### config.mk
export PLATFORM = sky130hd
export DESIGN_NAME = vga_rx_decode
export DESIGN_NICKNAME = d
export VERILOG_FILES = /design/src/rtl/vga_rx_decode.sv
export SDC_FILE = /design/constraint.sdc
export NUM_CORES = 1
export LEC_CHECK = 0
export BUFFER_PORTS_ARGS = -buffer_cell sky130_fd_sc_hd__buf_2
export CORE_UTILIZATION = 55
export CTS_CLUSTER_DIAMETER = 200
export DETAILED_ROUTE_END_ITERATION = 7
export GPL_TIMING_DRIVEN = 0
export MAX_ROUTING_LAYER = met4
export PLACE_DENSITY = 0.82
export REMOVE_ABC_BUFFERS = 1
export SYNTH_ARGS = -nofsm -noshare
export SYNTH_HDL_FRONTEND = slang
export SYNTH_SLANG_ARGS = --single-unit
### constraint.sdc
create_clock -name vga_clk -period 2.88 [get_ports vga_clk]
set_clock_uncertainty 0.2 [all_clocks]
set_input_delay 0 -clock vga_clk [delete_from_list [all_inputs] [get_ports vga_clk]]
set_output_delay 0 -clock vga_clk [all_outputs]
set_load 0.01 [all_outputs]
### src/rtl/vga_rx_decode.sv
`timescale 1ns/1ps
// vga_rx_decode
// -----------------------------------------------------------------------------
// Receive-side decoder for a VGA-style timing stream in the vga_clk domain.
// It measures line/frame geometry, recovers pixel coordinates and declares
// lock once a full frame matches the configured mode.
//
// Ports:
//   vga_clk        pixel clock
//   sys_rst_n      asynchronous active-low reset
//   hsync_in       horizontal sync (asserted level = SYNC_POL)
//   vsync_in       vertical sync   (asserted level = SYNC_POL)
//   rgb_valid_in   active-video qualifier
//   pix_data_in    RGB565 pixel
//   pix_valid_out  recovered pixel strobe (2 clocks after the input)
//   pix_x_out      recovered column of the pixel on pix_data_out
//   pix_y_out      recovered active-line index of that pixel
//   pix_data_out   pixel aligned with pix_valid_out
//   frame_start    one-cycle pulse per vsync leading edge (meas_v_* update cycle)
//   meas_h_total   clocks between the last two hsync leading edges
//   meas_v_total   lines in the last frame
//   meas_h_active  rgb_valid clocks in the last line that carried video
//   meas_v_active  active lines in the last frame
//   locked         timing matches the parameters
//   err_pulse      one-cycle pulse on a timing violation while locked
//   err_cnt        saturating violation count
//
// Handshake: there is no back-pressure. pix_valid_out qualifies pix_x_out,
// pix_y_out and pix_data_out for exactly the cycle it is high; consumers must
// additionally gate on locked before trusting the coordinates.
// -----------------------------------------------------------------------------
module vga_rx_decode #(
  parameter int unsigned H_TOTAL  = 800,
  parameter int unsigned V_TOTAL  = 525,
  parameter int unsigned H_ACTIVE = 640,
  parameter int unsigned V_ACTIVE = 480,
  parameter bit          SYNC_POL = 1'b1,
  parameter int unsigned TIMEOUT  = 1600
) (
  input  logic        vga_clk,
  input  logic        sys_rst_n,
  input  logic        hsync_in,
  input  logic        vsync_in,
  input  logic        rgb_valid_in,
  input  logic [15:0] pix_data_in,
  output logic        pix_valid_out,
  output logic [9:0]  pix_x_out,
  output logic [9:0]  pix_y_out,
  output logic [15:0] pix_data_out,
  output logic        frame_start,
  output logic [11:0] meas_h_total,
  output logic [10:0] meas_v_total,
  output logic [10:0] meas_h_active,
  output logic [9:0]  meas_v_active,
  output logic        locked,
  output logic        err_pulse,
  output logic [7:0]  err_cnt
);

  typedef enum logic [1:0] {
    ST_SEARCH  = 2'd0,
    ST_MEASURE = 2'd1,
    ST_LOCKED  = 2'd2
  } state_t;

  // ---------------------------------------------------------------------------
  // Input capture: stage 1 is the only copy of the inputs the logic uses;
  // stage 2 holds the previous sync levels for edge detection.
  // ---------------------------------------------------------------------------
  logic        s1_hs, s1_vs, s1_rv;
  logic [15:0] s1_pd;
  logic        s2_hs, s2_vs;

  always_ff @(posedge vga_clk or negedge sys_rst_n) begin
    if (!sys_rst_n) begin
      s1_hs <= 1'b0;
      s1_vs <= 1'b0;
      s1_rv <= 1'b0;
      s1_pd <= 16'd0;
      s2_hs <= 1'b0;
      s2_vs <= 1'b0;
    end else begin
      s1_hs <= hsync_in;
      s1_vs <= vsync_in;
      s1_rv <= rgb_valid_in;
      s1_pd <= pix_data_in;
      s2_hs <= s1_hs;
      s2_vs <= s1_vs;
    end
  end

  // Leading edge = transition into the asserted sync level.
  logic hs_edge, vs_edge;
  assign hs_edge = (s1_hs == SYNC_POL) && (s2_hs != SYNC_POL);
  assign vs_edge = (s1_vs == SYNC_POL) && (s2_vs != SYNC_POL);

  // ---------------------------------------------------------------------------
  // Horizontal measurement
  // ---------------------------------------------------------------------------
  logic [11:0] cnt_h;
  logic [10:0] cnt_a;
  logic [10:0] line_a;   // active count of the line just closed by an hsync edge

  always_ff @(posedge vga_clk or negedge sys_rst_n) begin
    if (!sys_rst_n) begin
      cnt_h        <= 12'd0;
      meas_h_total <= 12'd0;
    end else if (hs_edge) begin
      cnt_h        <= 12'd0;
      meas_h_total <= (cnt_h == 12'hFFF) ? 12'hFFF : cnt_h + 12'd1;
    end else if (cnt_h != 12'hFFF) begin
      cnt_h <= cnt_h + 12'd1;
    end
  end

  // meas_h_active only follows lines that carried video, so that at a vsync
  // edge (closing a blanking line) it still reports the real active width.
  // The per-line value used by the violation check is kept in line_a.
  always_ff @(posedge vga_clk or negedge sys_rst_n) begin
    if (!sys_rst_n) begin
      cnt_a         <= 11'd0;
      line_a        <= 11'd0;
      meas_h_active <= 11'd0;
    end else if (hs_edge) begin
      line_a <= cnt_a;
      if (cnt_a != 11'd0) begin
        meas_h_active <= cnt_a;
      end
      // A pixel coincident with the edge is the first pixel of the new line.
      cnt_a <= {10'd0, s1_rv};
    end else if (s1_rv && (cnt_a != 11'h7FF)) begin
      cnt_a <= cnt_a + 11'd1;
    end
  end

  // ---------------------------------------------------------------------------
  // Vertical measurement. A vsync edge that coincides with an hsync edge is
  // treated purely as the vsync edge.
  // ---------------------------------------------------------------------------
  logic [10:0] cnt_l;
  logic [9:0]  cnt_v;
  logic [9:0]  cnt_v_nxt;

  always_ff @(posedge vga_clk or negedge sys_rst_n) begin
    if (!sys_rst_n) begin
      cnt_l        <= 11'd0;
      meas_v_total <= 11'd0;
    end else if (vs_edge) begin
      cnt_l        <= 11'd0;
      meas_v_total <= (cnt_l == 11'h7FF) ? 11'h7FF : cnt_l + 11'd1;
    end else if (hs_edge && (cnt_l != 11'h7FF)) begin
      cnt_l <= cnt_l + 11'd1;
    end
  end

  always_comb begin
    cnt_v_nxt = cnt_v;
    if (vs_edge) begin
      cnt_v_nxt = 10'd0;
    end else if (hs_edge && (cnt_a != 11'd0) && (cnt_v != 10'h3FF)) begin
      cnt_v_nxt = cnt_v + 10'd1;
    end
  end

  always_ff @(posedge vga_clk or negedge sys_rst_n) begin
    if (!sys_rst_n) begin
      cnt_v         <= 10'd0;
      meas_v_active <= 10'd0;
    end else begin
      cnt_v <= cnt_v_nxt;
      if (vs_edge) begin
        meas_v_active <= cnt_v;
      end
    end
  end

  // ---------------------------------------------------------------------------
  // Pixel path: second register stage after input capture. Coordinates are the
  // post-edge indices so a pixel on an edge cycle lands at x=0 / new y.
  // ---------------------------------------------------------------------------
  logic [9:0] pix_x_cur;
  assign pix_x_cur = hs_edge   ? 10'd0 :
                     cnt_a[10] ? 10'h3FF : cnt_a[9:0];

  always_ff @(posedge vga_clk or negedge sys_rst_n) begin
    if (!sys_rst_n) begin
      pix_valid_out <= 1'b0;
      pix_x_out     <= 10'd0;
      pix_y_out     <= 10'd0;
      pix_data_out  <= 16'd0;
    end else begin
      pix_valid_out <= s1_rv;
      pix_x_out     <= pix_x_cur;
      pix_y_out     <= cnt_v_nxt;
      pix_data_out  <= s1_pd;
    end
  end

  // ---------------------------------------------------------------------------
  // Edge flags delayed one cycle so every check sees the updated meas_* values.
  // frame_start doubles as the delayed vsync edge flag.
  // ---------------------------------------------------------------------------
  logic hs_d;

  always_ff @(posedge vga_clk or negedge sys_rst_n) begin
    if (!sys_rst_n) begin
      hs_d        <= 1'b0;
      frame_start <= 1'b0;
    end else begin
      hs_d        <= hs_edge;
      frame_start <= vs_edge;
    end
  end

  // Zero-extended comparisons against the configured mode.
  logic timeout;
  logic h_total_ok, h_act_ok, v_total_ok, v_act_ok, line_ok;
  logic meas_match, viol;

  assign timeout    = ({20'd0, cnt_h} == TIMEOUT);
  assign h_total_ok = ({20'd0, meas_h_total} == H_TOTAL);
  assign h_act_ok   = ({21'd0, meas_h_active} == H_ACTIVE);
  assign v_total_ok = ({21'd0, meas_v_total} == V_TOTAL);
  assign v_act_ok   = ({22'd0, meas_v_active} == V_ACTIVE);
  assign line_ok    = (line_a == 11'd0) || ({21'd0, line_a} == H_ACTIVE);
  assign meas_match = h_total_ok && h_act_ok && v_total_ok && v_act_ok;

  // Any combination of simultaneous violations collapses into one event.
  // The line closed by a vsync edge is the final line and is exempt from
  // the active-width check.
  assign viol = timeout
             || (hs_d && !h_total_ok)
             || (hs_d && !frame_start && !line_ok)
             || (frame_start && !(v_total_ok && v_act_ok));

  // ---------------------------------------------------------------------------
  // Lock FSM
  // ---------------------------------------------------------------------------
  state_t state, state_nxt;

  always_ff @(posedge vga_clk or negedge sys_rst_n) begin
    if (!sys_rst_n) begin
      state <= ST_SEARCH;
    end else begin
      state <= state_nxt;
    end
  end

  always_comb begin
    state_nxt = state;
    case (state)
      ST_SEARCH: begin
        if (!timeout && frame_start) begin
          state_nxt = ST_MEASURE;
        end
      end
      ST_MEASURE: begin
        if (timeout) begin
          state_nxt = ST_SEARCH;
        end else if (frame_start && meas_match) begin
          state_nxt = ST_LOCKED;
        end
      end
      ST_LOCKED: begin
        if (viol) begin
          state_nxt = ST_SEARCH;
        end
      end
      default: state_nxt = ST_SEARCH;
    endcase
  end

  always_comb begin
    locked    = 1'b0;
    err_pulse = 1'b0;
    if (state == ST_LOCKED) begin
      locked    = 1'b1;
      err_pulse = viol;
    end
  end

  always_ff @(posedge vga_clk or negedge sys_rst_n) begin
    if (!sys_rst_n) begin
      err_cnt <= 8'd0;
    end else if (err_pulse && (err_cnt != 8'hFF)) begin
      err_cnt <= err_cnt + 8'd1;
    end
  end

endmodule
# Yosys cells after proc, flatten, opt, wreduce, memory -nomap -nowiden
# Cells that the tools add are included.
[totals] regBits=159 input_bits=21 out_inout_bits=92 wordCells=101
[op_classes] n_addsub=5 eq_ne=18 muxes=19 n_bitwise=2 n_reduce_logical=35
[op_table] cell="11-bit 2-to-1 mux" n=5
[op_table] cell="10-bit 2-to-1 mux" n=4
[op_table] cell="12-bit 2-to-1 mux" n=3
[op_table] cell="11-bit by 10-bit == test with 1-bit output (second input constant)" n=3
[op_table] cell="11-bit by 1-bit adder with 11-bit output (second input constant)" n=2
[op_table] cell="11-bit != test (second input constant)" n=2
[op_table] cell="1-bit logical AND" n=17
[op_table] cell="12-bit by 1-bit adder with 12-bit output (second input constant)" n=1
[op_table] cell="12-bit by 10-bit == test with 1-bit output (second input constant)" n=1
[op_table] cell="12-bit by 11-bit == test with 1-bit output (second input constant)" n=1
[op_table] cell="12-bit == test (second input constant)" n=1
[op_table] cell="12-bit != test (second input constant)" n=1
[op_table] cell="11-bit == test (second input constant)" n=1
[op_table] cell="11-bit logical NOT" n=1
[op_table] cell="11-bit nonzero test" n=1
[op_table] cell="10-bit by 1-bit adder with 10-bit output (second input constant)" n=1
[op_table] cell="10-bit by 9-bit == test with 1-bit output (second input constant)" n=1
[op_table] cell="10-bit != test (second input constant)" n=1
[op_table] cell="8-bit by 1-bit adder with 8-bit output (second input constant)" n=1
[op_table] cell="2-bit 2-to-1 mux" n=4
[op_table] cell="8-bit != test (second input constant)" n=1
[op_table] cell="2-bit nonzero test" n=4
[op_table] cell="2-bit one-hot mux with 3 select lines" n=1
[op_table] cell="1-bit logical NOT" n=5
[op_table] cell="10 further kinds" n=16

# Longest topological paths before layout
# Gate-level depths: netlist (run 1).
[logic_depth] word_depth=8 ltp_mapped=9 mapped_depth_nobuf=8

# Worst setup path before layout (run 1)
# Ideal clock, no wire load.
[synth_timing] kind="reg-to-reg" start="register cnt_h[0]" end="register err_cnt[7]" setup_ns=0.128 arrival_time_ns=1.821 required_time_ns=2.552 slack_ns=0.731 path_stages_with_launch=9 path_buffers=0 period_less_slack_ns=2.149 path_cell_list="dfrtp_1 -> inv_1 -> ha_1 -> and4b_1 -> and4_1 -> a21oi_1 -> nand3_1 -> nand4_1 -> mux2_1"
[synth_between] elab_chain_cells=6
[synth_lines] element="start: declaration" line_no="100" source="logic [11:0] cnt_h;"
[synth_lines] element="start signal: assignment" line_no="112" source="cnt_h <= cnt_h + 12'd1;"
[synth_lines] element="12-bit by 11-bit == test with 1-bit output" line_no="220" source="assign timeout = ({20'd0, cnt_h} == TIMEOUT);"
[synth_lines] element="1-bit logical OR" line_no="232" source="|| (hs_d && !h_total_ok)"
[synth_lines] element="1-bit logical OR" line_no="233" source="|| (hs_d && !frame_start && !line_ok)"
[synth_lines] element="1-bit logical OR" line_no="234" source="|| (frame_start && !(v_total_ok && v_act_ok));"
[synth_lines] element="1-bit 2-to-1 mux" line_no="276" source="if (state == ST_LOCKED) begin"
[synth_lines] element="1-bit logical AND" line_no="285" source="end else if (err_pulse && (err_cnt != 8'hFF)) begin"
[synth_lines] element="end signal: assignment" line_no="286" source="err_cnt <= err_cnt + 8'd1;"
[synth_lines] element="end: declaration" line_no="57" source="output logic [7:0] err_cnt"
# No other way between the ends.
# A chain may end at the register's enable or synchronous reset.

# Worst setup path in the final report (run 1)
[layout_timing] start="register s2_vs" end="register meas_v_total[1]"
[layout_between] elab_chain_cells=2
[layout_lines] element="start: declaration" line_no="72" source="logic s2_hs, s2_vs;"
[layout_lines] element="start signal: assignment" line_no="88" source="s2_vs <= s1_vs;"
[layout_lines] element="1-bit inverter" line_no="95" source="assign vs_edge = (s1_vs == SYNC_POL) && (s2_vs != SYNC_POL);"
[layout_lines] element="1-bit logical AND" line_no="95"
[layout_lines] element="end signal: assignment" line_no="150" source="meas_v_total <= (cnt_l == 11'h7FF) ? 11'h7FF : cnt_l + 11'd1;"
[layout_lines] element="end: declaration" line_no="52" source="output logic [10:0] meas_v_total,"
# No other way between the ends.

==> results.py, run 1 <==
metrics = {
    "layout": {
        "diodes": 0,
        "stdcell_area_mm2": 0.00799,
        "layout-drive-gt1-share_pct": 23.6,
        "final_common_cell": "dfrtp_1",
        "stdcell_count": 866,
        "finalNetCount": 742,
        "fillCellCount": 749,
        "mostFrequentLayoutCells": "dfrtp_1, buf_2, nand2_1",
        "area_growth_pct": 25.7,
    },
    "sta": {
        "worst_pin_slew_ns": 1.01,
        "finalSetupViolCount": 0,
        "fmax_mhz": 395,
        "max_slew_margin_pct": 32.2,
        "fin_crit_ns": 2.53,
        "finalSetupTns_ns": 0,
        "min_period_over_period_pct": 88.0,
        "holdWs_ns": 0.0189,
        "final_hold_viol_count": 0,
        "slew_viol_final": 0,
        "rsz0062_at_grt": "no",
    },
    "route": {
        "via_per_inst": 5.46,
        "post_drt_wl_per_cell_um": 16.4,
        "drc": 0,
        "drt-initial-drc-count": 222,
        "first_pass_iters": 7,
        "antenna_left": 0,
        "vias": 4725,
        "wl_um": 14200,
    },
    "clock_tree": {
        "clk_pin_slew_ns": 0.07,
        "numCtsBuffers": 17,
        "clk_latency_ns": 0.43,
        "cts.sinks": 159,
        "htreeDepth": 4,
        "cts_tree": "built",
        "clk_path_buf_depth": 2,
        "root_buffer": "clkbuf_16",
        "post_cts_buffers": 0,
    },
    "worst_setup_path": {
        "required_ns": 2.96,
        "worst-setup-path-type": "flop to flop",
        "arrival_ns": 2.61,
        "crit_start": "s2_vs",
        "r2r-start": "s2_vs",
        "critPathMaxFanout": 45,
        "cp-start-kind": "flop",
        "crit_path_end_kind": "flop",
    },
    "synth": {
        "syn_inst": 567,
        "netlist_area_mm2": 0.00635,
        "synth-seq-area-share_pct": 62.6,
        "ys_types": 48,
        "syn-mean-instance-area_um2": 11.2,
        "synth_area_leaders": "dfrtp_1, nand2_1, nor2_1, xor2_1, xnor2_1",
        "netlist.top_cell.by_area": "dfrtp_1",
        "synth_top_area_share_pct": 62.6,
        "synth_seq_cells": 159,
        "yosys_warnings": 0,
    },
    "global_routing": {
        "grt_usage_pct": 27.1,
        "grt_pass1_vias": 4723,
        "grt_start_max_net_pins": 87,
        "antenna_found_initial": 0,
        "grt.overflow.total": 0,
        "grt_pass1_wl_um": 23100,
    },
    "min_path": {
        "min_from": "hsync_in",
        "hold_class": "input pin to flop",
    },
    "placement": {
        "dp_hpwl_um": 8700,
        "io_buffers": 112,
        "place_congestion": 0.910,
        "post-place-cells": 802,
        "place_area_mm2": 0.00705,
    },
    "floorplanning": {
        "rows": 38,
        "start_util_pct": 57.6,
        "core-area_mm2": 0.0110,
        "io_pins": 113,
        "die_h_um": 109,
        "die_w_um": 109,
        "dieArea_mm2": 0.0120,
    },
    "run": {
        "maxCapViolations": 0,
    },
    "pwr": {
        "leakagePower_uw": 0.00400,
        "peakVddDrop_mv": 0.685,
        "p_per_area_mw_per_mm2": 713,
    },
    "status": {
        "status": "complete, no violations",
    },
}
-- stage by stage --
step	worst slack [ns]	utilization, %	total power (uW)
floorplan	-0.0915	-	3060
detailed placement	-0.105	63.9	3410
global route	0.158	72.4	5960
finish	0.346	72.4	5700
global placement	-0.965	63.5	3360
CTS	0.349	72.4	5710
-- where the power goes --
part / switching, uW / leakage, uW / internal [uW] / total [uW]
sequential: 200 / 0.00207 / 2450 / 2650
clock: 940 / 0.000289 / 1340 / 2280
combinational: 436 / 0.00164 / 334 / 769
total: 1580 / 0.00400 / 4120 / 5700
-- critical path: stages, from the launching register on --
cell and delay (ns):
dfrtp_1 0.40, nor2b_4 0.79, a21boi_1 0.79, a21oi_1 0.17
-- final timing paths --
check / end / slack, ns / cells past startpoint
max: meas_v_total[1] / 0.35 / 3
min: s1_hs / 0.02 / 2
max reg2reg: meas_v_total[1] / 0.35 / 3
min reg2reg: pix_data_out[2] / 0.15 / 0
max in group asynchronous: meas_v_active[7] / 1.15 / 4
min in group asynchronous: cnt_a[4] / 0.51 / 3
-- synthesized netlist by cell type, drive strengths merged --
library cell / instances
inv: 12
nand2b: 3
nand3b: 2
o22ai: 1
nor4: 9
a31oi: 4
o41ai: 1
nor2: 83
mux2: 12
and2: 1
or4: 1
a21boi: 1
buf: 7
and4b: 2
xor2: 23
and3b: 1
nand4: 7
nand2: 84
nor4b: 5
xnor2: 22
nor4bb: 2
and3: 12
dfrtp: 159
nor3: 3
ha: 7
a22oi: 1
a31o: 2
mux2i: 5
o21ai: 24
a211oi: 2
clkbuf: 11
nor2b: 3
a21oi: 23
nand3: 26
and4: 3
o32a: 1
or3: 2
-- cells by family after synthesis --
kind of cell    count (synthesis)  share of synthesized area (%)
buf+inv                        30                           1.95
mux                            17                           2.92
simple gates                  249                           18.6
fa+ha+maj                       7                           1.38
xor+xnor                       45                           6.20
compound gates                 60                           6.30
flops                         159                           62.6
-- routing by layer --
metal	vias to the layer above	track usage [%]	routed length [um]
li1	2219	-	-
met1	2345	32.8	6010
met2	152	44.4	7240
met3	9	8.77	872
met4	0	6.76	95
met5	-	-	0
-- flip-flops by register name, summed over array words and instances, names as in the netlist, 2 cells and up --
register / count
cnt_h: 12
state: 2
pix_y_out: 10
line_a: 11
cnt_l: 11
cnt_a: 11
pix_data_out: 16
meas_h_active: 11
s1_pd: 16
pix_x_out: 10
meas_v_total: 11
meas_v_active: 10
meas_h_total: 12
err_cnt: 8
-- area by class of cell --
type | count | area (um2) | share of cell area (%)
clock inverters | 12 | 148 | 1.85
inverters | 12 | 47.5 | 0.595
multi-input cells | 378 | 2260 | 28.3
well taps | 140 | 175 | 2.19
flip-flops and latches | 159 | 3980 | 49.8
repair buffers | 146 | 925 | 11.6
clock buffers | 19 | 453 | 5.67
-- repair_timing --
| item | in CTS | in global routing |
|---|---|---|
| endpoints found under the setup margin | 2 | 0 |
| endpoints found under the hold margin | 178 | 0 |
| hold buffers | 33 | 0 |
| gates resized for setup | 2 | 0 |
Note: power is estimated with default switching activity, not from simulation.
==> run 2, diff against run 1 <==
--- a/config.mk
+++ b/config.mk
@@ -11,7 +11,7 @@
 export DETAILED_ROUTE_END_ITERATION = 7
 export GPL_TIMING_DRIVEN = 0
 export MAX_ROUTING_LAYER = met4
-export PLACE_DENSITY = 0.82
+export PLACE_DENSITY = 0.79
 export REMOVE_ABC_BUFFERS = 1
 export SYNTH_ARGS = -nofsm -noshare
 export SYNTH_HDL_FRONTEND = slang
==> run 2 against run 1 <==
Worst setup slack worse by 0.013 ns. Critical path depth rose by 3. Combinational power rose by 0.8%. Die area did not move. Global-route usage decreased by 0.73 points. Register-to-register slack about the same. Sequential power hardly changed. First-iteration DRC count increased by 18%. Largest power group unchanged.
==> results.py, run 2 (synthesis results as in run 1) <==
metrics = {
    "pwr": {
        "switchingPower_uw": 1520,
        "p_total_uw": 5690,
        "clkPwrFrac_pct": 40.1,
        "pwr-share-comb_pct": 13.6,
        "peakVddDrop_mv": 0.537,
        "seq_power_share_pct": 46.3,
        "leakagePower_uw": 0.00397,
        "switching_share_pct": 26.7,
        "p_int_uw": 4170,
        "p_per_area_mw_per_mm2": 721,
    },
    "route": {
        "post_drt_wl_per_cell_um": 16.3,
        "via_per_inst": 5.43,
        "drt-initial-drc-count": 263,
        "first_pass_iters": 4,
        "vias": 4655,
        "antenna_left": 0,
        "drc": 0,
        "wl_um": 13900,
    },
    "worst_setup_path": {
        "cp_cell_sequence": "nand2b_2, a31o_2, a211oi_2, nand4_1, xor2_1, nor2_1",
        "cpLargestDelayFamily": "compound AO/OA/AOI/OAI gates",
        "arrival_ns": 2.65,
        "worstSetupEndpoint": "pix_y_out[6]",
        "cp.depth": 6,
        "rr_worst_depth": 6,
        "worst-path-buf-inv": 0,
        "reg2reg_to": "pix_y_out[6]",
        "ff2ff_setup_slack_ns": 0.33,
        "r2r-start": "s2_hs",
        "worst-setup-path-type": "flop to flop",
        "crit_start": "s2_hs",
        "critPathMaxFanout": 40,
        "cpPeakStageDelay_ns": 0.55,
        "crit_path_end_kind": "flop",
        "slowest_stage": "a31o_2",
        "required_ns": 2.98,
        "cp-start-kind": "flop",
    },
    "layout": {
        "stdcell_area_mm2": 0.00790,
        "layout-drive-gt1-share_pct": 23.7,
        "top_regs": "pix_data_out (16), s1_pd (16)",
        "diodes": 0,
        "finalNetCount": 732,
        "area_growth_pct": 24.4,
        "mostFrequentLayoutCells": "dfrtp_1, buf_2, nand2_1",
        "final_common_cell": "dfrtp_1",
    },
    "placement": {
        "dp_hpwl_um": 8800,
        "io_buffers": 112,
        "post-place-ws_ns": -0.0468,
        "place_congestion": 0.906,
        "place_area_mm2": 0.00707,
    },
    "global_routing": {
        "grt_usage_pct": 26.4,
        "antenna_found_initial": 0,
        "grt_pass1_wl_um": 22700,
        "grt_pass1_vias": 4660,
        "grt.overflow.total": 0,
        "grt_start_max_net_pins": 87,
    },
    "clock_tree": {
        "clk_pin_slew_ns": 0.06,
        "post_cts_buffers": 0,
        "clk_path_buf_depth": 2,
        "root_buffer": "clkbuf_16",
        "clk_latency_ns": 0.42,
        "numCtsBuffers": 17,
        "cts_tree": "built",
        "cts.sinks": 159,
        "htreeDepth": 4,
    },
    "sta": {
        "finalSetupViolCount": 0,
        "slew_viol_final": 0,
        "fin_crit_ns": 2.55,
        "min_period_over_period_pct": 88.4,
        "max_slew_margin_pct": 47.4,
        "final_hold_viol_count": 0,
        "rsz0062_at_grt": "no",
        "fmax_mhz": 393,
        "worst_pin_slew_ns": 0.788,
        "fin_ws_ns": 0.333,
    },
    "floorplanning": {
        "die_h_um": 109,
        "core-area_mm2": 0.0110,
        "io_pins": 113,
        "start_util_pct": 57.6,
        "rows": 38,
        "die_w_um": 109,
        "dieArea_mm2": 0.0120,
    },
    "run": {
        "maxCapViolations": 0,
    },
    "status": {
        "status": "complete, no violations",
    },
    "min_path": {
        "hold_class": "input pin to flop",
    },
}
[run 2: metrics by stage]
| stage | cells | TNS (ns) | utilization [%] | hold WS [ns] |
|---|---|---|---|---|
| floorplan | 549 | -0.866 | - | -0.496 |
| global placement | 801 | -112.50 | 63.5 | -0.0926 |
| detailed placement | 803 | -0.0809 | 64.1 | -0.128 |
| CTS | 857 | 0 | 71.6 | 0.00583 |
| global route | 857 | 0 | 71.6 | 0.0235 |
| finish | 857 | 0 | 71.6 | 0.0210 |
[run 2: layout make-up]
cell class                      count  area (um2)
Fill cell                         764        3130
Clock buffer                       21         450
Timing Repair Buffer              136         835
Multi-Input combinational cell    378        2260
Clock inverter                     11         156
Sequential cell                   159        3980
Tap cell                          140         175
Inverter                           12        45.0
[run 2: routing by layer]
layer	wire, um	vias up	GRT usage [%]	share of wire (%)
met1	5670	2291	31.0	41
met3	879	26	7.11	6.3
met5	0	-	-	0
li1	-	2182	-	-
met4	263	0	9.33	1.9
met2	7140	156	44.0	51
[run 2: how the worst min path moves through the flow]
stage                          from         endpoint  cells past startpoint
finish              pix_data_in[13]        s1_pd[13]                      2
global route        pix_data_in[13]        s1_pd[13]                      2
CTS                  pix_data_in[2]         s1_pd[2]                      2
detailed placement        sys_rst_n  meas_h_total[0]                      1
global placement    pix_data_in[13]        s1_pd[13]                      1
floorplan                 sys_rst_n         cnt_a[0]                      0
[run 2: what timing repair did]
action,in CTS,in global routing
setup endpoints to repair,3,0
hold endpoints to repair,178,0
resized for setup,1,0
hold buffers,22,0
[run 2: power groups by stage]
| stage | registers, uW | clock network, uW | logic (uW) |
|---|---|---|---|
| 2_1_floorplan | 2700 | 0 | 356 |
| 3_3_place_gp | 2660 | 0 | 710 |
| 3_5_place_dp | 2670 | 0 | 749 |
| 4_1_cts | 2640 | 2300 | 781 |
| 5_1_grt | 2670 | 2400 | 872 |
| 6_report | 2640 | 2280 | 775 |
==> run 3, diff against run 2 <==
--- a/config.mk
+++ b/config.mk
@@ -6,6 +6,8 @@
 export NUM_CORES = 1
 export LEC_CHECK = 0
 export BUFFER_PORTS_ARGS = -buffer_cell sky130_fd_sc_hd__buf_2
+export CAP_MARGIN = 10
+export CORE_ASPECT_RATIO = 0.9
 export CORE_UTILIZATION = 55
 export CTS_CLUSTER_DIAMETER = 200
 export DETAILED_ROUTE_END_ITERATION = 7
==> constraint.sdc (replaced) <==
create_clock -name vga_clk -period 2.43 [get_ports vga_clk]
set_clock_uncertainty 0.2 [all_clocks]
set_input_delay 0 -clock vga_clk [delete_from_list [all_inputs] [get_ports vga_clk]]
set_output_delay 0 -clock vga_clk [all_outputs]
set_load 0.01 [all_outputs]
==> run 3 against run 2 <==
Critical path depth increased by 2. Global-route usage increased by 0.37 points. Hold slack got worse by 0.021 ns. Non-clock buffer count increased by 10. Combinational power increased by 21%. Utilization increased by 1.8 points. Die area about the same. Total power increased by 23%. Cell count increased by 2.5%. Clock power increased by 29%. Sequential cell count unchanged. Via count increased by 2.4%. Critical endpoint is now pix_y_out[5].
==> results.py, run 3 (synthesis results as in run 1) <==
metrics = {
    "layout": {
        "area_growth_pct": 27.6,
        "fillCellCount": 730,
        "top_regs": "pix_data_out (16), s1_pd (16)",
        "layout-drive-gt1-share_pct": 24.2,
        "stdcell_count": 878,
        "mostFrequentLayoutCells": "dfrtp_1, buf_2, nand2_1",
        "diodes": 0,
        "final_core_util_pct": 73.4,
        "finalNetCount": 742,
        "final_common_cell": "dfrtp_1",
    },
    "route": {
        "drc": 0,
        "post_drt_wl_per_cell_um": 16.3,
        "antenna_left": 0,
        "maxUsedRoutingLayer": "met4",
        "dr_wl_met2_um": 7210,
        "dr_wl_met3_um": 830,
        "via_per_inst": 5.43,
        "vias": 4767,
        "wl_met1_um": 6050,
        "wl_um": 14300,
        "first_pass_iters": 5,
        "drt-initial-drc-count": 379,
    },
    "sta": {
        "min_period_over_period_pct": 94.5,
        "final_hold_viol_count": 0,
        "finalSetupViolCount": 0,
        "worst_pin_slew_ns": 0.793,
        "rsz0062_at_grt": "no",
        "slew_viol_final": 0,
        "fin_crit_ns": 2.30,
        "max_slew_margin_pct": 47.1,
        "fmax_mhz": 436,
    },
    "placement": {
        "post-place-cells": 816,
        "dp_hpwl_um": 8800,
        "place_congestion": 0.847,
        "io_buffers": 112,
    },
    "clock_tree": {
        "clk_latency_ns": 0.43,
        "cts.sinks": 159,
        "cts_tree": "built",
        "root_buffer": "clkbuf_16",
        "clk_path_buf_depth": 2,
        "numCtsBuffers": 17,
        "clk_pin_slew_ns": 0.06,
        "htreeDepth": 4,
        "post_cts_buffers": 0,
    },
    "worst_setup_path": {
        "r2r-start": "cnt_a[1]",
        "worst-setup-path-type": "flop to flop",
        "required_ns": 2.54,
        "rr_worst_depth": 8,
        "critPathMaxFanout": 18,
        "ff2ff_setup_slack_ns": 0.13,
        "reg2reg_to": "pix_y_out[5]",
        "arrival_ns": 2.40,
        "cp-start-kind": "flop",
        "crit_path_end_kind": "flop",
    },
    "status": {
        "status": "complete, no violations",
    },
    "floorplanning": {
        "die_w_um": 115,
        "core-area_mm2": 0.0110,
        "io_pins": 113,
        "start_util_pct": 57.6,
        "rows": 36,
        "dieArea_mm2": 0.0120,
        "die_h_um": 104,
    },
    "pwr": {
        "p_total_uw": 7020,
        "pwr-share-comb_pct": 13.3,
        "switchingPower_uw": 1840,
        "seq_power_share_pct": 44.7,
        "clkPwrFrac_pct": 42.0,
        "p_per_area_mw_per_mm2": 867,
        "leakagePower_uw": 0.00405,
        "switching_share_pct": 26.2,
        "peakVddDrop_mv": 0.664,
        "p_int_uw": 5180,
    },
    "global_routing": {
        "grt.overflow.total": 0,
        "antenna_found_initial": 0,
        "grt_start_max_net_pins": 82,
        "grt_usage_pct": 26.8,
        "grt_pass1_vias": 4924,
        "grt_pass1_wl_um": 23700,
    },
    "run": {
        "maxCapViolations": 0,
    },
    "min_path": {
        "hold_class": "input pin to async pin",
    },
}
run 3: layout make-up:
type                       instances  area, um2  share of cell area [%]
inverter                          12       47.5                   0.587
clock buffer                      19        453                    5.59
multi-input combinational        378       2290                    28.2
tap                              152        190                    2.35
clock inverter                    12        206                    2.55
sequential                       159       3980                    49.1
timing repair buffer             146        940                    11.6
run 3: metal layers:
layer,GRT usage [%],vias to the layer above
met3,8.10,19
met1,32.6,2376
met4,8.63,0
met5,-,-
li1,-,2202
met2,42.7,170
run 3: worst max path at each step:
stage                      from               to  slack [ns]  depth (start not counted)
2_1_floorplan             s2_vs  meas_v_total[0]       -0.54                          3
3_3_place_gp              s2_vs  meas_v_total[4]       -1.45                          3
3_5_place_dp              s2_hs         cnt_l[4]       -0.14                          7
4_1_cts         meas_h_total[1]       err_cnt[7]        0.01                          6
5_1_grt        meas_v_active[3]       err_cnt[7]       0.004                          6
6_report               cnt_a[1]     pix_y_out[5]        0.13                          8
run 3: through the flow:
| step | hold WS (ns) | instance area (um2) | setup slack [ns] | setup TNS [ns] |
|---|---|---|---|---|
| after floorplan | -0.496 | 6270 | -0.542 | -8.06 |
| after global placement | -0.0927 | 7020 | -1.45 | -214.75 |
| after detailed placement | -0.107 | 7100 | -0.144 | -0.668 |
| after CTS | 0.000104 | 8080 | 0.0128 | 0 |
| after global routing | 0.0226 | 8100 | 0.00417 | 0 |
| final | 0.000390 | 8100 | 0.134 | 0 |
run 3: power by group through the flow:
stage / clock (uW) / sequential, uW / combinational, uW
CTS: 2980 / 3130 / 936
global placement: 0 / 3150 / 839
global route: 3100 / 3170 / 1040
floorplan: 0 / 3200 / 422
detailed placement: 0 / 3170 / 888
finish: 2950 / 3140 / 936
run 3: critical path, stage by stage (launching register included):
cell      delay (ns)
dfrtp_1         0.40
inv_1           0.18
ha_1            0.19
nor4b_1         0.36
a31o_4          0.38
a211oi_4        0.08
nand3_1         0.12
xor2_1          0.18
nor2_1          0.07
run 3: timing repair:
action / in CTS / in global routing
setup endpoints to repair: 11 / 9
endpoints found under the hold margin: 178 / 0
gates resized for setup: 2 / 5
pin swaps: 0 / 0
hold buffers: 31 / 0
